`src/rtl/doodle_pkg.sv`:
```
// Shared constants for the doodle-jump playfield: screen geometry, sprite sizes,
// platform-field FSM encodings and the power-on platform layout.
package doodle_pkg;

    localparam int H_RES    = 640;
    localparam int V_RES    = 480;
    localparam int PLAT_W   = 64;
    localparam int PLAT_H   = 8;
    localparam int NUM_PLAT = 6;
    localparam int DOODLE_W = 40;

    localparam logic [1:0] ST_IDLE   = 2'd0;
    localparam logic [1:0] ST_SCROLL = 2'd1;
    localparam logic [1:0] ST_SCAN   = 2'd2;
    localparam logic [1:0] ST_REPORT = 2'd3;

    // Staggered columns so the initial ladder zig-zags across the screen.
    function automatic logic [9:0] reset_px(input int idx);
        case (idx % 6)
            0:       return 10'd288;
            1:       return 10'd96;
            2:       return 10'd480;
            3:       return 10'd192;
            4:       return 10'd384;
            default: return 10'd32;
        endcase
    endfunction

    function automatic logic [9:0] reset_py(input int idx);
        return 10'(440 - 80 * idx);
    endfunction

endpackage

```
`src/rtl/lfsr16.sv`:
```
// 16-bit Fibonacci LFSR (taps 16,14,13,11) that advances only when stepped.
module lfsr16 #(
    parameter logic [15:0] SEED = 16'hACE1
) (
    input  logic        Clk,
    input  logic        Reset,
    input  logic        step,
    output logic [15:0] value
);

    logic feedback;

    assign feedback = value[0] ^ value[2] ^ value[3] ^ value[5];

    always_ff @(posedge Clk or posedge Reset) begin
        if (Reset) begin
            value <= SEED;
        end else if (step) begin
            value <= {feedback, value[15:1]};
        end
    end

endmodule

```
`src/rtl/platform_field.sv`:
```
// Scrolling platform field: per-frame scroll/respawn, sequential landing scan,
// and a registered per-pixel platform mask for the VGA renderer.
module platform_field
    import doodle_pkg::*;
#(
    parameter int          NUM_PLAT  = doodle_pkg::NUM_PLAT,
    parameter int          PLAT_W    = doodle_pkg::PLAT_W,
    parameter int          PLAT_H    = doodle_pkg::PLAT_H,
    parameter int          DOODLE_W  = doodle_pkg::DOODLE_W,
    parameter int          H_RES     = doodle_pkg::H_RES,
    parameter int          V_RES     = doodle_pkg::V_RES,
    parameter logic [15:0] LFSR_SEED = 16'hACE1
) (
    input  logic       Clk,
    input  logic       Reset,
    input  logic       frame_tick,
    input  logic [3:0] scroll_amt,
    input  logic       falling,
    input  logic [9:0] doodle_x,
    input  logic [9:0] doodle_y,
    input  logic [9:0] hCount,
    input  logic [9:0] vCount,
    output logic       plat_pixel,
    output logic       landed,
    output logic [9:0] land_y,
    output logic       busy,
    output logic       overrun
);

    localparam int IDX_W = (NUM_PLAT > 1) ? $clog2(NUM_PLAT) : 1;

    logic [1:0]       state_reg;
    logic [IDX_W-1:0] idx_reg;
    logic [9:0]       px_reg [NUM_PLAT];
    logic [9:0]       py_reg [NUM_PLAT];

    logic [3:0]       scroll_reg;
    logic             falling_reg;
    logic [9:0]       dx_reg;
    logic [9:0]       dy_reg;

    logic             hit_reg;
    logic [9:0]       hit_y_reg;
    logic             busy_reg;
    logic             landed_reg;
    logic [9:0]       land_y_reg;
    logic             overrun_reg;
    logic             pixel_reg;

    logic [15:0]      lfsr_value;
    logic [9:0]       spawn_px;
    logic             unused_lfsr_bits;

    logic [10:0]         sum_y     [NUM_PLAT];
    logic [9:0]          wrapped_y [NUM_PLAT];
    logic [NUM_PLAT-1:0] respawn;
    logic [NUM_PLAT-1:0] on_plat;

    logic [9:0]       sel_px;
    logic [9:0]       sel_py;
    logic             slot_hit;
    logic             accept;

    lfsr16 #(
        .SEED (LFSR_SEED)
    ) u_lfsr (
        .Clk   (Clk),
        .Reset (Reset),
        .step  (state_reg == ST_SCROLL),
        .value (lfsr_value)
    );

    assign spawn_px         = {1'b0, lfsr_value[8:0]} + 10'd32;
    assign unused_lfsr_bits = ^lfsr_value[15:9];

    // Ticks are only taken once the busy flag the outside world sees has dropped.
    assign accept = frame_tick && (state_reg == ST_IDLE) && !busy_reg;

    genvar gi;
    generate
        for (gi = 0; gi < NUM_PLAT; gi++) begin : g_slot
            assign sum_y[gi]     = {1'b0, py_reg[gi]} + {7'd0, scroll_reg};
            assign respawn[gi]   = sum_y[gi] >= 11'(V_RES);
            assign wrapped_y[gi] = 10'(sum_y[gi] - 11'(V_RES));
            assign on_plat[gi]   = ({1'b0, hCount} >= {1'b0, px_reg[gi]}) &&
                                   ({1'b0, hCount} <  {1'b0, px_reg[gi]} + 11'(PLAT_W)) &&
                                   ({1'b0, vCount} >= {1'b0, py_reg[gi]}) &&
                                   ({1'b0, vCount} <  {1'b0, py_reg[gi]} + 11'(PLAT_H));
        end
    endgenerate

    always_comb begin
        sel_px = '0;
        sel_py = '0;
        for (int i = 0; i < NUM_PLAT; i++) begin
            if (idx_reg == IDX_W'(i)) begin
                sel_px = px_reg[i];
                sel_py = py_reg[i];
            end
        end
    end

    assign slot_hit = falling_reg &&
                      ({1'b0, dx_reg} + 11'(DOODLE_W) >  {1'b0, sel_px}) &&
                      ({1'b0, dx_reg}                 <  {1'b0, sel_px} + 11'(PLAT_W)) &&
                      ({1'b0, dy_reg}                 >= {1'b0, sel_py}) &&
                      ({1'b0, dy_reg}                 <  {1'b0, sel_py} + 11'(PLAT_H));

    // Every respawning slot in one scroll shares the same LFSR draw.
    always_ff @(posedge Clk or posedge Reset) begin
        if (Reset) begin
            for (int i = 0; i < NUM_PLAT; i++) begin
                px_reg[i] <= reset_px(i);
                py_reg[i] <= reset_py(i);
            end
        end else if (state_reg == ST_SCROLL) begin
            for (int i = 0; i < NUM_PLAT; i++) begin
                if (respawn[i]) begin
                    py_reg[i] <= wrapped_y[i];
                    px_reg[i] <= spawn_px;
                end else begin
                    py_reg[i] <= sum_y[i][9:0];
                end
            end
        end
    end

    always_ff @(posedge Clk or posedge Reset) begin
        if (Reset) begin
            state_reg   <= ST_IDLE;
            idx_reg     <= '0;
            scroll_reg  <= '0;
            falling_reg <= 1'b0;
            dx_reg      <= '0;
            dy_reg      <= '0;
            hit_reg     <= 1'b0;
            hit_y_reg   <= '0;
            busy_reg    <= 1'b0;
            landed_reg  <= 1'b0;
            land_y_reg  <= '0;
            overrun_reg <= 1'b0;
            pixel_reg   <= 1'b0;
        end else begin
            case (state_reg)
                ST_IDLE: begin
                    if (accept) begin
                        state_reg   <= ST_SCROLL;
                        scroll_reg  <= scroll_amt;
                        falling_reg <= falling;
                        dx_reg      <= doodle_x;
                        dy_reg      <= doodle_y;
                    end
                end
                ST_SCROLL: begin
                    state_reg <= ST_SCAN;
                    idx_reg   <= '0;
                    hit_reg   <= 1'b0;
                    hit_y_reg <= '0;
                end
                ST_SCAN: begin
                    if (slot_hit && !hit_reg) begin
                        hit_reg   <= 1'b1;
                        hit_y_reg <= sel_py;
                    end
                    if (idx_reg == IDX_W'(NUM_PLAT - 1)) begin
                        state_reg <= ST_REPORT;
                    end else begin
                        idx_reg <= idx_reg + 1'b1;
                    end
                end
                default: begin
                    state_reg <= ST_IDLE;
                end
            endcase

            busy_reg   <= (state_reg != ST_IDLE);
            landed_reg <= (state_reg == ST_REPORT) && hit_reg;
            land_y_reg <= ((state_reg == ST_REPORT) && hit_reg) ? hit_y_reg : 10'd0;
            if (frame_tick && !accept) begin
                overrun_reg <= 1'b1;
            end
            pixel_reg <= (|on_plat) && ({1'b0, hCount} < 11'(H_RES));
        end
    end

    assign plat_pixel = pixel_reg;
    assign landed     = landed_reg;
    assign land_y     = land_y_reg;
    assign busy       = busy_reg;
    assign overrun    = overrun_reg;

endmodule

```
`config.mk`:
```
export PLATFORM = sky130hd
export DESIGN_NAME = platform_field
export DESIGN_NICKNAME = d
export VERILOG_FILES = /design/src/rtl/doodle_pkg.sv /design/src/rtl/lfsr16.sv /design/src/rtl/platform_field.sv
export SDC_FILE = /design/constraint.sdc
export NUM_CORES = 1
export LEC_CHECK = 0
export CORE_MARGIN = 2
export CORE_UTILIZATION = 30
export CTS_BUF_LIST = sky130_fd_sc_hd__clkbuf_16
export CTS_CLUSTER_DIAMETER = 200
export DETAILED_ROUTE_END_ITERATION = 12
export PLACE_DENSITY = 0.56
export RECOVER_POWER = 100
export SYNTH_ARGS = -nofsm -noshare
export SYNTH_HDL_FRONTEND = slang
export SYNTH_HIERARCHICAL = 1
export SYNTH_SLANG_ARGS = --single-unit
```
`constraint.sdc`:
```
create_clock -name Clk -period 5.8 [get_ports Clk]
set_input_delay 1.16 -clock Clk [delete_from_list [all_inputs] [get_ports Clk]]
set_output_delay 1.16 -clock Clk [all_outputs]
set_load 0.05 [all_outputs]
```
Word level (Yosys, flattened, before mapping) --
Index checks and enable logic that the tools add are counted.
Operators by class: add/subtract/negate cells 29, $lt $le $gt $ge 35, equal/unequal tests 12, muxes and demuxes 28, bitwise operators 3, reduce and logical (&&, ||, !) cells 46
Operator list (count):
- $mux 10 | 20
- $lt 10x11->1 | 14
- $ge 10x10->1 | 13
- $add 10x4->11 const B | 7
- $add 10x7->11 const B | 7
- $add 10x4->11 | 6
- $ge 11x9->1 const B | 6
- $sub 10x9->10 const B | 6
- $logic_and 1x1->1 | 28
- $pmux 10 s2 | 1
- $reduce_and 2->1 | 10
- $add 10x6->11 const B | 1
- $gt 11x10->1 | 1
- $add 9x6->10 const B | 1
- $lt 10x10->1 const B | 1
- $ne 2x2->1 const B | 4
- $eq 3x2->1 const B | 2
- $eq 3x3->1 const B | 2
- $pmux 2 s3 | 1
- $pmux 3 s2 | 1
- $reduce_or 6->1 | 1
- $eq 2x2->1 const B | 2
- $mux 2 | 2
- $reduce_bool 2->1 | 2
- other kinds (10) | 14
Word-level totals: register bits after elaboration 191, bits of input ports 48, output and inout bits 14, logic and storage cells 179

Longest topological paths before layout --
depth in word-level cells 15, depth in mapped cells 24, depth with buffers taken out 21

By module --
Netlist, hierarchy kept.
By module, submodules not included:
- platform_field | times used 1, cells each 1878, area an instance 16857.4 um^2, sequential area each 4421.7 um^2
- lfsr16 | times used 1, cells each 39, area an instance 679.4 um^2, sequential area each 410.4 um^2

Worst setup path after synthesis --
OpenSTA, ideal clock, no wires.
kind register to register, start register idx_reg[1], end register hit_y_reg[0], setup time 121 ps, arrival 3945 ps, required time 5679 ps, path slack 1734 ps, stages on the path, launching flop included 21, buffers on the path 3, clock period less this slack 4066 ps, cells stage by stage dfrtp_1 inv_1 ha_1 buf_4 clkbuf_1 clkbuf_1 a221oi_1 a211oi_1 a21oi_1 o21ai_0 o21ai_0 inv_1 ha_1 inv_1 xnor2_1 ha_1 a211o_1 o41a_1 a211oi_1 a21oi_2 a22o_1
On the way: cells in the longest elaborated chain, start to end 15, elaborated cells between the ends (all ways) 33, those cells by class add/sub (2); order compare (4); eq/ne (6); mux (14); reduce/logical (7)
RTL lines:
- start: declaration | line platform_field.sv:33 | logic [IDX_W-1:0] idx_reg;
- start signal: assignment | line platform_field.sv:168 | idx_reg <= idx_reg + 1'b1;
- $logic_not 3->1 | line platform_field.sv:96 | if (idx_reg == IDX_W'(i)) begin
- $mux 10 (6 in series) | line platform_field.sv:96
- $add 10x7->11 / $gt 11x10->1 (equally long branches) | line platform_field.sv:105, platform_field.sv:104
- $lt 10x11->1 / $logic_and 1x1->1 (equally long branches) | line platform_field.sv:105, platform_field.sv:103
- $logic_and 1x1->1 | line platform_field.sv:104 | ({1'b0, dx_reg} + 11'(DOODLE_W) > {1'b0, sel_px}) &&
- $logic_and 1x1->1 | line platform_field.sv:105 | ({1'b0, dx_reg} < {1'b0, sel_px} + 11'(PLAT_W)) &&
- $logic_and 1x1->1 | line platform_field.sv:106 | ({1'b0, dy_reg} >= {1'b0, sel_py}) &&
- $logic_and 1x1->1 | line platform_field.sv:161 | if (slot_hit && !hit_reg) begin
- $ne 2x2->1 (no source line)
- $reduce_and 2->1 (no source line)
- end signal: assignment | line platform_field.sv:163 | hit_y_reg <= sel_py;
- end: declaration | line platform_field.sv:43 | logic [9:0] hit_y_reg;
Parallel ways exist; a longest one is shown, timed or not. The select of a mux whose other input is x is not followed. A chain may end at the register's enable or synchronous reset.

Worst setup path after layout --
start register idx_reg[2], end register hit_y_reg[0]
Same word-level chain as after synthesis.

==> results.md <==
* H-tree depth at 4
* Setup_tns at 0 ps
* Slew headroom at -1.45
* Routed length per placed instance at 19.7 um
* # rows at between 80 and 90
* Vias post-DR at between 10k and 15k
* Syn Area/Cell at approximately 9.1 um2
* Outcome: complete, but fails checks
* DR pass1 iterations at 6
* Post-synth EDFFs at 0
* IO Port Bufs at 61
* Tmin final at between 5000 and 6000 ps
* Critical Path Fanout Max at 23
* Hold Path Origin: overrun
* Clock power frac at 0.134
* Hold Path Class: flop to flop
* Mapped Cells at about 1.9k
* Die H at about 250 um
* Net Sw Power at ~0.0043 W
* Largest net degree at the start of global routing at 133
* Synth top area share at 0.213
* Cell variety after synth at ~90
* Commonest non-fill, non-tap cell in the layout: ha_1
* Leak at ~8.3 nW
* CP Data Required Time at 6200 ps
* CTS Hold Bufs at 0
* Filler cell count at 5989
* Final worst path period share at 0.880
* Failing checks: max-capacitance violations, max-slew violations
* Start of the worst register-to-register path: idx_reg[2]
* Top FF cell, synth: dfrtp_1
* Share of cells above drive strength 1 at 0.100
* Pwr dens at 461 nW/um2
* Syn_nets at roughly 2.2k
* WP data arrival at around 5500 ps
* DRC Markers at 0
* Io pins at 62
* Combinational power share at 0.597
* CP startpoint: idx_reg[2]
* Routed WL at 53900 um
* Place WS at ~1000 ps
* Post-route ant nets at 0
* # setup viols final at 0
* Most frequent cells in the layout: ha_1, inv_1, dfrtp_1
* Synth top area cells: dfrtp_1, ha_1, dfstp_2, xnor2_1, mux2_2
* Max_cap viols at 6
* Slowest CP cell: dfrtp_1
* CP startpoint kind: flop
* Clock sinks at approximately 190
* Layout area overhead at 10.6%
* Max Freq at a little under 0.2 GHz
* Clock latency at the later pin of the worst-skew pair at 470 ps
* Sequential area share after synthesis at 0.276
* Gr usage total at 0.180
* Setup Fix Bufs, Post-CTS at 0
* GP Congestion at 0.905
* Via-to-Cell Ratio at between 5 and 6
* Crit-path cells: inv_1, ha_1, buf_4, nor2b_1, a22o_1, a221oi_1, inv_1, ha_1, and3_1, xnor2_1, ha_1, o211ai_1, a21oi_1, o221ai_1, a21oi_1, a22o_1
* Sequential share of power at 0.269
* N_diodes at 0
* Layout Nets at roughly 2.3k
* Clock Path Buffers at 2
* First-pass GRT wire length at ~85000 um
* Inserted Clock Buffers at 17
* Critical Path Sink Type: flop
* Delay of the slowest cell on the worst path at around 730 ps
* Die ar. at approximately 60000 um2
* Switching share of power at 0.482
* Core box area at approximately 58000 um2
* Post-cts resize count at 0
* Worst slew pin tran at roughly 3700 ps
* Fin worst setup slack at ~700 ps
* Initial antenna violation count at 0
* Slew Viols, Final at between 300 and 400
* DIE WIDTH at between 200 and 250 um
* Flops & latches, synth at between 150 and 200
* CP dominant cell by count: ha_1
* HPWL Detailed at between 40000 and 50000 um
* Initial Util at 0.304
* Yosys warnings at 6
* Largest area contributor in the synthesized netlist: dfrtp_1
* Synth async-reset ratio at 1.00
* Peak supply drop at approximately 0.24 mV
* Max Clock Skew at approximately 17 ps
* Vias in the first global route at 14.8k
* RSZ-0062 raised after global routing: no
* Drt first-iter violations at ~1.0k
* Gr ovfl total at 0
* Critical path class: flop to flop
* Root Driver: clkbuf_16
* Cell Area, Synth at ~18000 um2
* Int Power at approximately 0.0046 W
* Clock-pin slew on the worst setup and hold paths at about 80 ps
* CTS tree: done
* Final Hold Fails at 0
==> cell type report <==
| class | count | area, um2 | share of cell area |
|---|---|---|---|
| Tap cell | 765 | 957 | 0.0493 |
| Clock buffer | 17 | 425 | 0.0219 |
| Sequential cell | 191 | 4830 | 0.249 |
| Clock inverter | 15 | 135 | 0.00697 |
| Inverter | 177 | 666 | 0.0343 |
| Multi-Input combinational cell | 1485 | 11600 | 0.599 |
| Timing Repair Buffer | 84 | 762 | 0.0393 |
==> Yosys cell counts (8+ instances only) <==
master and n:
nand4_1 24, a211oi_1 25, a2111oi_0 9, dfstp_2 42, buf_2 15, o22ai_1 11
and3_1 33, nor4_1 14, o21ai_0 129, nand3_1 59, nor3_1 31, nor2b_1 27
mux2_2 76, o221ai_1 8, or2_2 8, a31oi_1 10, a21oi_1 116, a221oi_1 12
inv_1 169, nand2_1 104, nand3b_1 11, nor2_1 86, o21a_1 25, dfrtp_1 149
a22oi_1 14, a21o_1 26, mux2i_1 28, a211o_1 11, xnor2_1 99, o21bai_1 8
mux2_4 16, ha_1 276, o211ai_1 34, clkbuf_1 34, a22o_1 9, nand2b_1 28
==> per-layer routing <==
metal / vias up / GRT usage / wire, um
met2: 379 / 0.305 / 25600
met4: 0 / 0.0551 / 1490
met1: 7247 / 0.230 / 24100
met5: - / 0 / 0
met3: 87 / 0.0366 / 2710
li1: 7095 / - / -
==> worst max-delay path, delay by kind of cell, from the launching register on <==
family,cells,cell delay [ps]
compound gates,7,2050
xor+xnor,1,140
fa+ha+maj,3,900
buf+inv,3,780
flops,1,730
simple gates,2,430
==> final timing paths <==
check                                   to  slack, ps  cells past startpoint
max                           hit_y_reg[0]        700                     16
min                                overrun        460                      1
max reg2reg                   hit_y_reg[0]        700                     16
min reg2reg                        overrun        460                      1
max in group asynchronous       px_reg[56]       1080                      3
min in group asynchronous  u_lfsr/value[3]       1240                      2
==> kinds of logic after synthesis <==
| logic type | synth area share |
|---|---|
| AO/OA/AOI/OAI | 0.200 |
| AND/OR/NAND/NOR | 0.132 |
| adder cells (fa/ha/maj) | 0.204 |
| buffers and inverters | 0.0559 |
| flip-flops | 0.276 |
| multiplexers | 0.0785 |
| XOR/XNOR | 0.0545 |
==> power by group through the flow <==
stage          clock network (W)  registers, W  logic (W)
2_1_floorplan                  0       0.00207    0.00419
3_3_place_gp                   0       0.00242    0.00517
3_5_place_dp                   0       0.00243    0.00532
4_1_cts                  0.00124       0.00240    0.00537
5_1_grt                  0.00129       0.00246    0.00598
6_report                 0.00120       0.00241    0.00534
==> through the flow <==
stage	hold slack [ps]	utilization	cell area [um2]	total power (W)	instances
finish	462	0.336	19400	0.00895	2734
global route	505	0.336	19400	0.00973	2734
CTS	472	0.339	19600	0.00901	2734
detailed placement	453	0.329	19000	0.00775	2702
global placement	455	0.329	19000	0.00759	2702
floorplan	448	-	17500	0.00626	1917
Power figures use the tool's default switching activity.
